==> config.mk <==
export PLATFORM = sky130hd
export DESIGN_NAME = m_sram_arb
export DESIGN_NICKNAME = d
export VERILOG_FILES = /design/src/rtl/m_sram_pkg.sv /design/src/rtl/m_rr_arb2.sv /design/src/rtl/m_sram_arb.sv
export SDC_FILE = /design/constraint.sdc
export NUM_CORES = 1
export LEC_CHECK = 0
export CAP_MARGIN = 20
export CORE_ASPECT_RATIO = 0.7
export CORE_MARGIN = 2
export CORE_UTILIZATION = 30
export DETAILED_ROUTE_END_ITERATION = 16
export GPL_ROUTABILITY_DRIVEN = 0
export GPL_TIMING_DRIVEN = 0
export PLACE_DENSITY_LB_ADDON = 0.3
export SLEW_MARGIN = 20
export SYNTH_ARGS = -nofsm -noshare
export SYNTH_HDL_FRONTEND = slang
export SYNTH_SLANG_ARGS = --single-unit
==> constraint.sdc <==
create_clock -name CLK_I -period 3.4 [get_ports CLK_I]
set_input_delay 1.02 -clock CLK_I [delete_from_list [all_inputs] [get_ports CLK_I]]
set_output_delay 1.02 -clock CLK_I [all_outputs]
set_load 0.05 [all_outputs]
==> src/rtl/m_sram_pkg.sv <==
// Shared definitions for the two-master SRAM arbiter: FSM state encoding,
// default wait-state count and the idle value of the active-low strobe group.
package m_sram_pkg;

  localparam logic [1:0] ST_IDLE = 2'd0;
  localparam logic [1:0] ST_LO   = 2'd1;
  localparam logic [1:0] ST_HI   = 2'd2;
  localparam logic [1:0] ST_ACK  = 2'd3;

  localparam int WAITST_DEF = 1;

  typedef struct packed {
    logic cs_n;
    logic oe_n;
    logic we_n;
    logic lb_n;
    logic ub_n;
  } strb_t;

  localparam strb_t STRB_IDLE = 5'b11111;

endpackage

==> src/rtl/m_rr_arb2.sv <==
// Two-input round-robin arbiter: combinational grant, zero latency; the last-grant
// flop only moves when en is high, and a losing request simply waits (no timeout).
module m_rr_arb2
  import m_sram_pkg::*;
(
  input  logic       clk,
  input  logic       rst_n,
  input  logic       en,
  input  logic [1:0] req,
  output logic       vld,
  output logic       idx
);

  logic last;

  always_comb begin
    vld = |req;
    if (req == 2'b11) idx = ~last;
    else              idx = req[1];
  end

  // last resets to 1 so that the first contested grant goes to master 0
  always_ff @(posedge clk or negedge rst_n) begin
    if (!rst_n)          last <= 1'b1;
    else if (en && vld)  last <= idx;
  end

endmodule

==> src/rtl/m_sram_arb.sv <==
// Two-master Wishbone arbiter/sequencer for a 16-bit async SRAM; a word access takes
// two registered halfword phases of WAITST+1 cycles each, then one ACK cycle; losers wait.
module m_sram_arb
  import m_sram_pkg::*;
#(
  parameter int SRAMADRWIDTH = 16,
  parameter int WAITST       = WAITST_DEF
) (
  input  logic                    CLK_I,
  input  logic                    RST_I,
  input  logic                    m0_CYC_I,
  input  logic                    m0_STB_I,
  input  logic                    m0_WE_I,
  input  logic [3:0]              m0_SEL_I,
  input  logic [SRAMADRWIDTH-2:0] m0_ADR_I,
  input  logic [31:0]             m0_DAT_I,
  output logic                    m0_ACK_O,
  input  logic                    m1_CYC_I,
  input  logic                    m1_STB_I,
  input  logic                    m1_WE_I,
  input  logic [3:0]              m1_SEL_I,
  input  logic [SRAMADRWIDTH-2:0] m1_ADR_I,
  input  logic [31:0]             m1_DAT_I,
  output logic                    m1_ACK_O,
  output logic [31:0]             DAT_O,
  output logic                    gnt,
  output logic [SRAMADRWIDTH-1:0] sram_a,
  output logic [15:0]             sram_d_o,
  input  logic [15:0]             sram_d_i,
  output logic                    sram_d_oe,
  output logic                    sram_cs_n,
  output logic                    sram_oe_n,
  output logic                    sram_we_n,
  output logic                    sram_lb_n,
  output logic                    sram_ub_n
);

  localparam int         AW      = SRAMADRWIDTH - 1;
  localparam logic [2:0] PH_LAST = 3'(WAITST);

  logic [1:0]              state, state_nxt;
  logic [2:0]              phase, phase_nxt;
  logic                    abort_q, abort_nxt;
  logic [AW-1:0]           adr_q, adr_nxt;
  logic                    we_q, we_nxt;
  logic [3:0]              sel_q, sel_nxt;
  logic [31:0]             dat_q, dat_nxt;
  logic                    gnt_nxt;
  logic [1:0]              req;
  logic                    arb_vld, arb_idx;
  logic                    own_cyc, phase_end, hi_nxt;
  strb_t                   strb_q, strb_nxt;
  logic                    d_oe_nxt;
  logic [15:0]             d_o_nxt;
  logic [SRAMADRWIDTH-1:0] a_nxt;

  assign req       = {m1_CYC_I & m1_STB_I, m0_CYC_I & m0_STB_I};
  assign own_cyc   = gnt ? m1_CYC_I : m0_CYC_I;
  assign phase_end = (phase == PH_LAST);

  m_rr_arb2 u_arb (
    .clk   (CLK_I),
    .rst_n (RST_I),
    .en    (state == ST_IDLE),
    .req   (req),
    .vld   (arb_vld),
    .idx   (arb_idx)
  );

  always_comb begin
    state_nxt = state;
    phase_nxt = phase;
    abort_nxt = abort_q;
    adr_nxt   = adr_q;
    we_nxt    = we_q;
    sel_nxt   = sel_q;
    dat_nxt   = dat_q;
    gnt_nxt   = gnt;
    case (state)
      ST_IDLE: begin
        if (arb_vld) begin
          gnt_nxt   = arb_idx;
          adr_nxt   = arb_idx ? m1_ADR_I : m0_ADR_I;
          we_nxt    = arb_idx ? m1_WE_I  : m0_WE_I;
          sel_nxt   = arb_idx ? m1_SEL_I : m0_SEL_I;
          dat_nxt   = arb_idx ? m1_DAT_I : m0_DAT_I;
          abort_nxt = 1'b0;
          phase_nxt = 3'd0;
          if (we_nxt && sel_nxt == 4'd0)           state_nxt = ST_ACK;
          else if (we_nxt && sel_nxt[1:0] == 2'd0) state_nxt = ST_HI;
          else                                     state_nxt = ST_LO;
        end
      end
      ST_LO, ST_HI: begin
        // a dropped CYC is remembered but the phase still runs to its end
        abort_nxt = abort_q | ~own_cyc;
        if (phase_end) begin
          phase_nxt = 3'd0;
          if (abort_nxt)                               state_nxt = ST_IDLE;
          else if (state == ST_HI)                     state_nxt = ST_ACK;
          else if (we_q && sel_q[3:2] == 2'd0)         state_nxt = ST_ACK;
          else                                         state_nxt = ST_HI;
        end else begin
          phase_nxt = phase + 3'd1;
        end
      end
      default: state_nxt = ST_IDLE;
    endcase
  end

  // strobes are derived from the next state so every SRAM pin comes straight from a flop
  always_comb begin
    strb_nxt = STRB_IDLE;
    d_oe_nxt = 1'b0;
    d_o_nxt  = sram_d_o;
    a_nxt    = sram_a;
    hi_nxt   = (state_nxt == ST_HI);
    if (state_nxt == ST_LO || state_nxt == ST_HI) begin
      a_nxt         = {adr_nxt, hi_nxt};
      strb_nxt.cs_n = 1'b0;
      if (we_nxt) begin
        d_oe_nxt      = 1'b1;
        d_o_nxt       = hi_nxt ? dat_nxt[31:16] : dat_nxt[15:0];
        strb_nxt.we_n = (phase_nxt == 3'd0);
        strb_nxt.lb_n = ~(hi_nxt ? sel_nxt[2] : sel_nxt[0]);
        strb_nxt.ub_n = ~(hi_nxt ? sel_nxt[3] : sel_nxt[1]);
      end else begin
        strb_nxt.oe_n = 1'b0;
        strb_nxt.lb_n = 1'b0;
        strb_nxt.ub_n = 1'b0;
      end
    end
  end

  always_ff @(posedge CLK_I or negedge RST_I) begin
    if (!RST_I) begin
      state     <= ST_IDLE;
      phase     <= 3'd0;
      abort_q   <= 1'b0;
      adr_q     <= '0;
      we_q      <= 1'b0;
      sel_q     <= 4'd0;
      dat_q     <= 32'd0;
      gnt       <= 1'b0;
      strb_q    <= STRB_IDLE;
      sram_d_oe <= 1'b0;
      sram_d_o  <= 16'd0;
      sram_a    <= '0;
      m0_ACK_O  <= 1'b0;
      m1_ACK_O  <= 1'b0;
      DAT_O     <= 32'd0;
    end else begin
      state     <= state_nxt;
      phase     <= phase_nxt;
      abort_q   <= abort_nxt;
      adr_q     <= adr_nxt;
      we_q      <= we_nxt;
      sel_q     <= sel_nxt;
      dat_q     <= dat_nxt;
      gnt       <= gnt_nxt;
      strb_q    <= strb_nxt;
      sram_d_oe <= d_oe_nxt;
      sram_d_o  <= d_o_nxt;
      sram_a    <= a_nxt;
      m0_ACK_O  <= (state_nxt == ST_ACK) && !gnt_nxt;
      m1_ACK_O  <= (state_nxt == ST_ACK) &&  gnt_nxt;
      if ((state == ST_LO || state == ST_HI) && !we_q && phase_end) begin
        if (state == ST_HI) DAT_O[31:16] <= sram_d_i;
        else                DAT_O[15:0]  <= sram_d_i;
      end
    end
  end

  assign sram_cs_n = strb_q.cs_n;
  assign sram_oe_n = strb_q.oe_n;
  assign sram_we_n = strb_q.we_n;
  assign sram_lb_n = strb_q.lb_n;
  assign sram_ub_n = strb_q.ub_n;

endmodule

## Word level (Yosys, flattened, before mapping)

Cells that the tools add are included.
W data, S select, Z words.

| storage, ports and cells | value |
|---|---|
| register bits after elaboration | 132 |
| input bits | 126 |

| operators by class | value |
|---|---|
| reduce and logical (&&, ||, !) cells | 24 |
| muxes and demuxes | 37 |
| bitwise logic cells | 8 |
| equality and inequality tests | 8 |
| add/sub/neg operators | 1 |

Operator list:

| operator | number |
|---|---|
| $mux W32 | 3 |
| $mux W15 | 3 |
| $mux W16 | 1 |
| $mux W1 | 15 |
| $mux W2 | 6 |
| $mux W4 | 3 |
| $eq A2 B2 Y1 const B | 4 |
| $logic_and A1 B1 Y1 | 8 |
| $reduce_and A2 Y1 | 4 |
| $logic_not A2 Y1 | 3 |
| $mux W3 | 2 |
| $pmux W3 S2 | 1 |
| $mux W5 | 1 |
| $not A1 Y1 | 5 |
| $eq A2 B1 Y1 const B | 2 |
| $logic_not A4 Y1 | 1 |
| $pmux W2 S2 | 1 |
| $reduce_or A2 Y1 | 2 |
| $add A3 B1 Y3 const B | 1 |
| $eq A3 B1 Y1 const B | 1 |
| $logic_not A3 Y1 | 1 |
| $and A1 B1 Y1 | 2 |
| $logic_not A1 Y1 | 2 |
| $logic_or A1 B1 Y1 | 2 |
| 4 further kinds | 4 |

## Logic depth before layout (Yosys ltp)

Gate-level depths: netlist of run 1.

| depth | value |
|---|---|
| depth in word-level cells | 15 |
| gate-level depth with buffers | 14 |

## Hierarchy

Synthesis of run 1 repeated with hierarchy kept, for this count alone.

| second synthesis, totals | value |
|---|---|
| cells, all modules | 520 |
| area, all modules | 6044.5 µm² |

By module, submodules not included:

| module | area each (µm²) | cells an instance | seq. area each (µm²) | times used |
|---|---|---|---|---|
| m_sram_arb | 5993.2 | 515 | 3284.4 | 1 |
| m_rr_arb2 | 51.3 | 5 | 26.3 | 1 |

## Least setup slack after synthesis of run 1

No wires, ideal clock.

| timing path | value |
|---|---|
| kind | input to register |
| from | input port m0_STB_I |
| to | register sram_a[10] |
| path buffers | 4 |
| data arrival time | 3528 ps |
| setup slack | -252 ps |
| cell stages on the path | 11 |
| required time | 3275 ps |
| setup time | 125 ps |
| cells stage by stage | and3_1 buf_2 nor2_1 buf_2 nor3_1 o31ai_1 a32oi_1 ha_1 buf_1 clkbuf_1 mux2_2 |

| on the way | value |
|---|---|
| cells in the longest elaborated chain, start to end | 12 |
| elaborated cells on any way between the ends | 20 |
| classes of those cells | 3 x eq/ne; 10 x mux; 1 x bitwise; 6 x reduce/logical |

RTL lines:

| item | RTL line | RTL |
|---|---|---|
| from (decl) | m_sram_arb.sv:12 | `input logic m0_STB_I,` |
| $and A1 B1 Y1 * | m_sram_arb.sv:57 | `assign req = {m1_CYC_I & m1_STB_I, m0_CYC_I & m0_STB_I};` |
| $eq A2 B2 Y1 | m_rr_arb2.sv:18 | `if (req == 2'b11) idx = ~last;` |
| $mux W1 | m_rr_arb2.sv:18 |  |
| $mux W4 | m_sram_arb.sv:85 | `sel_nxt = arb_idx ? m1_SEL_I : m0_SEL_I;` |
| $logic_not A2 Y1 | m_sram_arb.sv:90 | `else if (we_nxt && sel_nxt[1:0] == 2'd0) state_nxt = ST_HI;` |
| $logic_and A1 B1 Y1 | m_sram_arb.sv:90 |  |
| $mux W2 | m_sram_arb.sv:90 |  |
| $mux W2 | m_sram_arb.sv:89 | `if (we_nxt && sel_nxt == 4'd0) state_nxt = ST_ACK;` |
| $mux W2 | m_sram_arb.sv:81 | `if (arb_vld) begin` |
| $pmux W2 S2 | m_sram_arb.sv:79 | `case (state)` |
| $eq A2 B1 Y1 / $eq A2 B2 Y1 (equally long branches) | m_sram_arb.sv:118 | `if (state_nxt == ST_LO \|\| state_nxt == ST_HI) begin` |
| $logic_or A1 B1 Y1 | m_sram_arb.sv:118 |  |
| to (signal assigned) | m_sram_arb.sv:164 | `sram_a <= a_nxt;` |
| to (decl) | m_sram_arb.sv:27 | `output logic [SRAMADRWIDTH-1:0] sram_a,` |

Every way passes the cells marked *; elsewhere a longest branch is shown, timed or not.
A chain may end at the register's enable or synchronous reset.

## Worst setup path in the final report of run 1

| timing path | value |
|---|---|
| from | input port m1_CYC_I |
| to | register sram_d_o[6] |

| on the way | value |
|---|---|
| cells in the longest elaborated chain, start to end | 13 |
| elaborated cells on any way between the ends | 29 |
| classes of those cells | 3 x eq/ne; 16 x mux; 3 x bitwise; 7 x reduce/logical |

RTL lines:

| item | RTL line | RTL |
|---|---|---|
| from (decl) | m_sram_arb.sv:18 | `input logic m1_CYC_I,` |
| $and A1 B1 Y1 | m_sram_arb.sv:57 |  |
| $eq A2 B2 Y1 | m_rr_arb2.sv:18 |  |
| $mux W1 | m_rr_arb2.sv:18 |  |
| $mux W4 | m_sram_arb.sv:85 |  |
| $logic_not A2 Y1 | m_sram_arb.sv:90 |  |
| $logic_and A1 B1 Y1 | m_sram_arb.sv:90 |  |
| $mux W2 | m_sram_arb.sv:90 |  |
| $mux W2 | m_sram_arb.sv:89 |  |
| $mux W2 | m_sram_arb.sv:81 |  |
| $pmux W2 S2 * | m_sram_arb.sv:79 |  |
| net state_nxt[1] | m_sram_arb.sv:41 | `logic [1:0] state, state_nxt;` |
| $eq A2 B1 Y1 / $eq A2 B2 Y1 (equally long branches) | m_sram_arb.sv:118, m_sram_arb.sv:117 |  |
| $logic_or A1 B1 Y1 | m_sram_arb.sv:118 |  |
| $reduce_and A2 Y1 (no line) | - |  |
| to (signal assigned) | m_sram_arb.sv:163 | `sram_d_o <= d_o_nxt;` |
| to (decl) | m_sram_arb.sv:28 | `output logic [15:0] sram_d_o,` |

The timed path passes the listed nets; every way through them passes the cells marked *.

==> results summary, run 1 <==
The flow ran to the end, and the final reports show no timing, DRC or antenna violations. The final layout contains routed wiring with a total length of 19030 um. The remaining antenna violation count is 0. Clock tree synthesis found a total of 132 sinks.

The layout overhead on the synthesized area is 48.71%. The clock tree root driver cell is sky130_fd_sc_hd__clkbuf_16. Walking the worst path, the cells encountered are clkdlybuf4s15_1 > a22o_1 > buf_6 > and2_4 > buf_6 > buf_6 > buf_6 > o21ai_1 > a21oi_2 > ha_4 > a311oi_4 > buf_6 > buf_6 > nor2_1 > a21oi_1.

Power spread over the standard cell area amounts to 1094 mW/mm^2. The synthesized-area fraction occupied by and/or/nand/nor cells came out at 0.09686. The worst hold slack came out at 469.0 ps.

In this run the number of H-tree levels came out at 4. The CTS clock-pin slew for the worst setup and hold paths came out at 60 ps. The starting DRC count in detailed routing came out at 277. The delay of the slowest cell on the worst path is 310 ps.

The fraction of final layout cells with drive strength greater than 1 is 0.1597. The estimated wirelength of the detail-placed design came out at 13740 um. After synthesis, the largest family of logic cells by area is compound AO/OA/AOI/OAI gates. After synthesis, the share of cell area in mux cells is 0.1154. The worst-margin pin slew is 603.5 ps. The pin count of the biggest net entering global routing is 95.

The first detailed-routing pass ran for 4 iterations. The full die area came out at 0.02234 sq mm. Of the total synthesized cell area, the portion taken by full adders, half adders and majority gates is 0.009864.

Yosys printed 0 warnings. Clock tree synthesis inserted a total of 17 buffers. The count of maximum capacitance violations is 0.

The total count of hold-check failures in the final report is 0. The number of non-filler instances in the completed layout is 1071. The flip-flop and latch count after synthesis is 132. The filler cells instantiated in the layout total 1947. After detailed placement, the design holds a cell count of 1035. The endpoint type of the worst setup path is a flop. The post-detailed-route wirelength per cell is 17.76 um. The height of the chip is 125.7 um. The cell repeated most along the worst path is sky130_fd_sc_hd__buf_6.

The number of standard cells after synthesis came out at 560. The number of global-route vias before repair is 5118. The detailed-route DRC error count is 0. The port buffer count came out at 198. The worst path required time came out at 3740 ps. Of all flip-flops after synthesis, the portion carrying an async set or reset was 1.000.

The final layout contains 916 nets. The clock latency on the worst-skew pair is 420 ps. The startpoint class of the critical path is a primary input. Among all stages on the critical path, the largest delay is contributed by sky130_fd_sc_hd__clkdlybuf4s15_1. The leakage power came out at 3.633 nW. The total area of sequential cells is 0.003311 sq mm. Data on the critical path arrives at its endpoint at 3580 ps. The total via count after detailed routing is 5172.

The number of library cell types mapped by synthesis is 44. The final critical delay including setup and external delays is 3238 ps. The count of flip-flops with a built-in enable after synthesis came out at 0.

After floorplanning, the core was divided into 44 placement rows. Pin placement for this block handled 199 I/O pins. The via count normalized by instance count came out at 4.829. The antenna diode count came out at 0. The timing-limited maximum frequency came out at 308.8 MHz. The synthesized-area fraction occupied by xor and xnor cells came out at 0.

The area fraction in compound gates after synthesis came out at 0.2131. The max-slew violation count came out at 0. The global-route wire length before repair came out at 29400 um.

Along the worst path, the maximum fanout reaches 10. The average cell area after synthesis is 11.33 sq um. The final worst clock skew came out at 6.779 ps. For this run, the total global-route usage over all layers was measured as 0.1733. The number of antenna violations at the first check in global routing came out at 0.

The maximum VDD drop is 0.0006264 V. The floorplan step defined a core boundary enclosing 0.02075 sq mm. The final global-route overflow total is 0. Summing all multi-input logic gate instances after layout gives 0.002809 sq mm. In this run the horizontal extent of the chip is 177.8 um.

The worst hold path belongs to the class in2async. Synthesis produced a netlist with a net count of 691. The worst setup path is of the in2reg kind. The normalized max-slew margin came out at 0.5977. The maximum buffer depth of the clock tree is 2. The share of the Yosys chip area taken by registers is 0.5220. The initial standard-cell utilization of the core came out at 0.3056. The final count of negative-setup-slack endpoints came out at 0. The most used flip-flop cell after synthesis is sky130_fd_sc_hd__dfrtp_1. The final period utilization came out at 0.9524.

The cell area after synthesis is 0.006342 sq mm. TritonCTS built the clock tree.
[cell usage in the layout (no fill, tap or decap), drive strengths merged, types with 2 or more instances in the layout]
cell type | netlist | routed
clkinvlp | 0 | 3
o21ai | 41 | 41
a31oi | 52 | 52
nor2b | 2 | 2
nor2 | 44 | 44
and2 | 3 | 3
a32oi | 2 | 2
a22o | 3 | 3
nor3 | 3 | 3
nand2 | 45 | 45
a21oi | 54 | 54
dfstp | 6 | 6
inv | 5 | 6
bufinv | 0 | 2
mux2 | 49 | 49
nand3 | 37 | 37
clkinv | 0 | 3
nor3b | 2 | 2
o211ai | 2 | 2
clkbuf | 25 | 47
buf | 21 | 30
mux2i | 18 | 18
a21o | 2 | 2
a31o | 3 | 3
ha | 5 | 5
dfrtp | 126 | 126
clkdlybuf4s50 | 0 | 193
[synth_stat cells (2+ instances only)]
library cell / number / area share
sky130_fd_sc_hd__a31oi_1: 22 / 0.022
sky130_fd_sc_hd__ha_1: 5 / 0.0099
sky130_fd_sc_hd__o21ai_1: 2 / 0.0016
sky130_fd_sc_hd__inv_1: 5 / 0.0030
sky130_fd_sc_hd__nand3_1: 37 / 0.029
sky130_fd_sc_hd__a22o_1: 3 / 0.0041
sky130_fd_sc_hd__nor2_1: 44 / 0.026
sky130_fd_sc_hd__mux2i_1: 18 / 0.028
sky130_fd_sc_hd__o211ai_1: 2 / 0.0024
sky130_fd_sc_hd__mux2_2: 17 / 0.030
sky130_fd_sc_hd__dfstp_2: 6 / 0.025
sky130_fd_sc_hd__nor2b_1: 2 / 0.0020
sky130_fd_sc_hd__nor3_1: 2 / 0.0016
sky130_fd_sc_hd__and2_1: 2 / 0.0020
sky130_fd_sc_hd__buf_4: 2 / 0.0024
sky130_fd_sc_hd__nand2_1: 44 / 0.026
sky130_fd_sc_hd__a31o_1: 3 / 0.0041
sky130_fd_sc_hd__a32oi_1: 2 / 0.0028
sky130_fd_sc_hd__dfrtp_1: 126 / 0.50
sky130_fd_sc_hd__a21o_1: 2 / 0.0024
sky130_fd_sc_hd__o21ai_0: 39 / 0.031
sky130_fd_sc_hd__buf_2: 10 / 0.0079
sky130_fd_sc_hd__a21oi_1: 54 / 0.043
sky130_fd_sc_hd__a31oi_2: 10 / 0.020
sky130_fd_sc_hd__buf_6: 8 / 0.014
sky130_fd_sc_hd__mux2_1: 32 / 0.057
sky130_fd_sc_hd__a31oi_4: 20 / 0.067
sky130_fd_sc_hd__clkbuf_1: 25 / 0.015
[layer usage]
layer  wire, um  part of all wire  global-route usage
met4        192             0.010             0.04050
met5          0                 0                   0
met3       1297             0.068             0.04620
met1       9518              0.50              0.2590
met2       8016              0.42              0.2487
[per-stage QoR]
step	cell area, sq um	total power, W	TNS (ps)	util	setup slack (ps)
detailed placement	8705	0.008269	-38870	0.4194	-1250
finish	9432	0.01032	0	0.4544	162.0
global route	9432	0.01089	-6.049	0.4544	-6.049
floorplan	6345	0.006481	0	-	7.896
CTS	9407	0.01039	0	0.4532	16.61
global placement	8672	0.008232	-580650	0.4178	-4196
[cell type report]
| type | count | share of cell area |
|---|---|---|
| Tap cell | 276 | 0.03661 |
| Clock inverter | 9 | 0.01128 |
| Clock buffer | 20 | 0.04842 |
| Multi-Input combinational cell | 377 | 0.2978 |
| Buffer | 46 | 0.03277 |
| Inverter | 5 | 0.001990 |
| Sequential cell | 132 | 0.3510 |
| Timing Repair Buffer | 206 | 0.2201 |
[final timing paths]
check                                startpoint                      end  slack [ps]  cells past startpoint
max reg2reg                  state[0]$_DFF_PN0_  sram_d_o[6]$_DFFE_PN0P_         450                     15
max                                    m1_CYC_I  sram_d_o[6]$_DFFE_PN0P_         160                     15
max in group asynchronous                 RST_I      sram_lb_n$_DFF_PN1_        2160                      2
min                                       RST_I    DAT_O[19]$_DFFE_PN0P_         470                      1
min in group CLK_I         DAT_O[3]$_DFFE_PN0P_     DAT_O[3]$_DFFE_PN0P_         480                      1
min reg2reg                DAT_O[3]$_DFFE_PN0P_     DAT_O[3]$_DFFE_PN0P_         480                      1
[report_power, final]
part | internal, W | switching (W)
combinational | 0.00234 | 0.00350
sequential | 0.00237 | 0.000316
clock | 0.00110 | 0.000684
[sequential cells by signal, indices dropped and copies added, names as in the netlist, 2 cells and up]
register  flops
DAT_O        32
dat_q        32
sram_a       16
sram_d_o     16
adr_q        15
sel_q         4
phase         3
state         2
[cells by family after synthesis]
group / after synthesis
simple gates: 138
mux: 67
flops: 132
buf+inv: 51
compound gates: 167
fa+ha+maj: 5
[worst max-delay path, delay by kind of cell]
family	cells	cell delay (ps)
simple gates	2	200
compound gates	5	890
buf+inv	7	1200
fa+ha+maj	1	250
[timing repair]
item | CTS | global route
setup endpoints to repair | 37 | 30
pin swaps | 5 | 4
hold buffers | 0 | 0
gates cloned | 0 | 0
gates resized for setup | 28 | 9
setup buffers | 5 | 2
Note: power is estimated with default switching activity, not from simulation.
==> run 2, diff against run 1 <==
--- a/config.mk
+++ b/config.mk
@@ -8,7 +8,8 @@
 export CAP_MARGIN = 20
 export CORE_ASPECT_RATIO = 0.7
 export CORE_MARGIN = 2
-export CORE_UTILIZATION = 30
+export CORE_UTILIZATION = 45
+export CTS_CLUSTER_SIZE = 40
 export DETAILED_ROUTE_END_ITERATION = 16
 export GPL_ROUTABILITY_DRIVEN = 0
 export GPL_TIMING_DRIVEN = 0
==> run 2 against run 1 <==
  * Clock skew up 4.2 ps
  * Final area down 0.84%
  * Register-to-register slack worse by 80 ps
  * Clock power shrank 4%
  * Final cell count decreased by 7.4%
  * Sequential share of layout area grew 0.30 points
  * Wire length fell by 3.6%
  * Flip-flop and latch count did not move
==> results summary, run 2 (synthesis gave the netlist of run 1 again) <==
The run finished with clean final reports. The data arrival time of the critical path is 3630 ps. The maximum buffer depth of the clock tree came out at 2. The area inside the core boundary came out at 0.01383 sq mm. The post-layout net count is 920. The port buffer count is 198. Hold timing on the final database bottoms out at a slack of 484.0 ps. The worst-case IR drop observed on VDD is 0.0006276 V. In the layout the commonest cells are sky130_fd_sc_hd__clkdlybuf4s50_1 (193), sky130_fd_sc_hd__dfrtp_1 (126), sky130_fd_sc_hd__a21oi_1 (53). Grouping stages by cell kind, the critical path spends the most delay in buffers and inverters.

From left edge to right edge, the die measures 145.9 um. The number of global-route vias before repair came out at 5384. The final count of negative-setup-slack endpoints is 0. The worst slack at placement came out at -1145 ps. The layout overhead on the synthesized area came out at 47.46%.

The global-route wire length before repair came out at 28420 um. The remaining antenna violation count came out at 0. The final worst clock skew came out at 11.01 ps. The antenna diode count came out at 0. The number of hold-repair buffers added at the cts stage came out at 0. The number of placed instances, taps included came out at 949. The number of antenna violations at the first check in global routing is 0. The total via count after detailed routing is 5348. The areal power density over the cells is 1094 mW/mm^2.

The delay of the slowest cell on the worst path is 320 ps. The slowest stage of the critical path is the sky130_fd_sc_hd__dlygate4sd2_1 cell. The endpoint type of the worst setup path is a flop.

Measured along the y axis, the die boundary spans 103.3 um. The number of buffers created by CTS came out at 17. The worst path meets setup with 99.69 ps of slack. The clock latency on the worst-skew pair came out at 410 ps.

The total routed wirelength came out at 18340 um. The critical path is of the in2reg type. After floorplanning, the core was divided into 36 placement rows. The biggest fanout along the worst timing path came out at 10. The final critical delay including setup and external delays is 3300 ps. The detailed-route DRC error count came out at 0. The post-detailed-route wirelength per cell is 18.49 um.

The startpoint class of the critical path is a primary input. The final global-route overflow total came out at 0. The wire length on met3 is 1161 um.

The area of placed instances came out at 0.008593 sq mm. The number of non-filler instances in the completed layout is 992. The max-slew violation count came out at 0.

Using the TritonRoute via totals, the vias-per-cell ratio works out to 5.391. The I/O pin total came out at 199. The leakage power came out at 3.651 nW. Traced cell by cell, the critical path runs through dlygate4sd2_1 > and3_1 > buf_2 > nor2_2 > buf_4 > nor3_2 > o31ai_2 > a32oi_2 > ha_4 > a311oi_4 > buf_6 > buf_8 > nor2_1 > a21oi_1.

Setup repair after global routing left no endpoint under its margin. The initial standard-cell utilization of the core came out at 0.4587. The timing-limited maximum frequency is 303.0 MHz. The CTS clock-pin slew for the worst setup and hold paths came out at 60 ps. The count of TritonRoute iterations in the first routing pass came out at 5. The met1 routed wirelength after detailed routing came out at 8292 um. The uppermost layer routed is met4. The normalized max-slew margin came out at 0.6090. The clock tree root driver cell is sky130_fd_sc_hd__clkbuf_16.

STA puts the critical path data required time at 3730 ps. The total count of hold-check failures in the final report was 0. The pin count of the biggest net entering global routing came out at 86. The count of buffering cells on the critical path with inverters included came out at 5.

The total global-route track usage came out at 0.2423. TritonCTS built the clock tree. The starting DRC count in detailed routing is 356. Max-cap violations in this run came to 0. In the final layout, the registers with the most flip-flops are DAT_O x32, dat_q x32.

The fraction of final layout cells with drive strength greater than 1 came out at 0.1708. The tightest min-delay check is of the reg2reg type. The total number of clock tree sinks came out at 132.

The worst-margin pin slew is 584.7 ps. The setup TNS is 0 ps. The deepest level of the CTS H-tree is 4. The number of filler instances in the final layout is 1076.

The library cell used most frequently in the layout, excluding fill and tap cells, is sky130_fd_sc_hd__clkdlybuf4s50_1. The final design instance area without fill is 0.009353 sq mm. The full die area came out at 0.01507 sq mm. The final period utilization came out at 0.9707. Wire segments on met2 add up to 8652 um in the final route. The estimated wirelength of the detail-placed design is 13210 um.
[run 2: cell count changes in the layout (fill, tap and decap cells not counted), sizes merged]
cell | before | now
buf | 30 | 34
bufinv | 2 | 0
clkdlybuf4s15 | 1 | 0
dlygate4sd2 | 0 | 3
inv | 6 | 11
clkinv | 3 | 5
clkbuf | 47 | 43
[run 2: path summary, 6_finish.rpt]
| path | slack (ps) | cells past startpoint | to | startpoint |
|---|---|---|---|---|
| setup reg to reg | 370 | 15 | sram_d_o[3]$_DFFE_PN0P_ | state[0]$_DFF_PN0_ |
| min in group asynchronous | 520 | 1 | DAT_O[21]$_DFFE_PN0P_ | RST_I |
| hold / removal | 480 | 1 | DAT_O[4]$_DFFE_PN0P_ | DAT_O[4]$_DFFE_PN0P_ |
| hold reg to reg | 480 | 1 | DAT_O[4]$_DFFE_PN0P_ | DAT_O[4]$_DFFE_PN0P_ |
| setup / recovery | 100 | 14 | sram_d_o[3]$_DFFE_PN0P_ | m0_STB_I |
| max in group asynchronous | 2100 | 2 | sram_we_n$_DFF_PN1_ | RST_I |
[run 2: metal layers]
metal	up-vias	global-route usage
met5	-	0
met2	220	0.3944
met1	2623	0.3348
li1	2488	-
met4	0	0.06863
met3	17	0.05044
[run 2: layout make-up]
| type | instances | area (sq um) | share of cell area |
|---|---|---|---|
| Multi-Input combinational cell | 377 | 2825 | 0.3021 |
| Clock inverter | 14 | 117.6 | 0.01258 |
| Inverter | 5 | 18.77 | 0.002007 |
| Tap cell | 190 | 237.7 | 0.02542 |
| Timing Repair Buffer | 210 | 2096 | 0.2241 |
| Clock buffer | 18 | 439.2 | 0.04696 |
| Sequential cell | 132 | 3311 | 0.3540 |
| Buffer | 46 | 307.8 | 0.03291 |
[run 2: worst reg2reg max path: stages (launching register included)]
cell and delay (ps):
sky130_fd_sc_hd__dfrtp_1 400, sky130_fd_sc_hd__inv_1 130, sky130_fd_sc_hd__ha_1 160, sky130_fd_sc_hd__clkbuf_1 280
sky130_fd_sc_hd__and2_4 210, sky130_fd_sc_hd__buf_6 110, sky130_fd_sc_hd__buf_8 150, sky130_fd_sc_hd__buf_8 140
sky130_fd_sc_hd__o21ai_1 100, sky130_fd_sc_hd__a21oi_2 240, sky130_fd_sc_hd__ha_4 260, sky130_fd_sc_hd__a311oi_4 260
sky130_fd_sc_hd__buf_6 170, sky130_fd_sc_hd__buf_8 150, sky130_fd_sc_hd__nor2_1 50, sky130_fd_sc_hd__a21oi_1 130
[run 2: repair_timing]
item	in CTS	in global routing
setup endpoints to repair	37	24
gates cloned	0	0
gates resized for setup	26	9
buffers inserted	7	4
pin swaps	5	4
[run 2: stage by stage]
step | total power [W] | util
after global routing | 0.01075 | 0.6763
after global placement | 0.008075 | 0.6193
final | 0.01023 | 0.6763
after floorplan | 0.006481 | -
after detailed placement | 0.008232 | 0.6214
after CTS | 0.01018 | 0.6716
[run 2: report_power, final]
| group | total, W | leakage (nW) | switching [W] | internal (W) |
|---|---|---|---|---|
| registers | 0.00273 | 1.50 | 0.000358 | 0.00238 |
| logic | 0.00580 | 1.88 | 0.00349 | 0.00230 |
| clock network | 0.00171 | 0.266 | 0.000735 | 0.000970 |
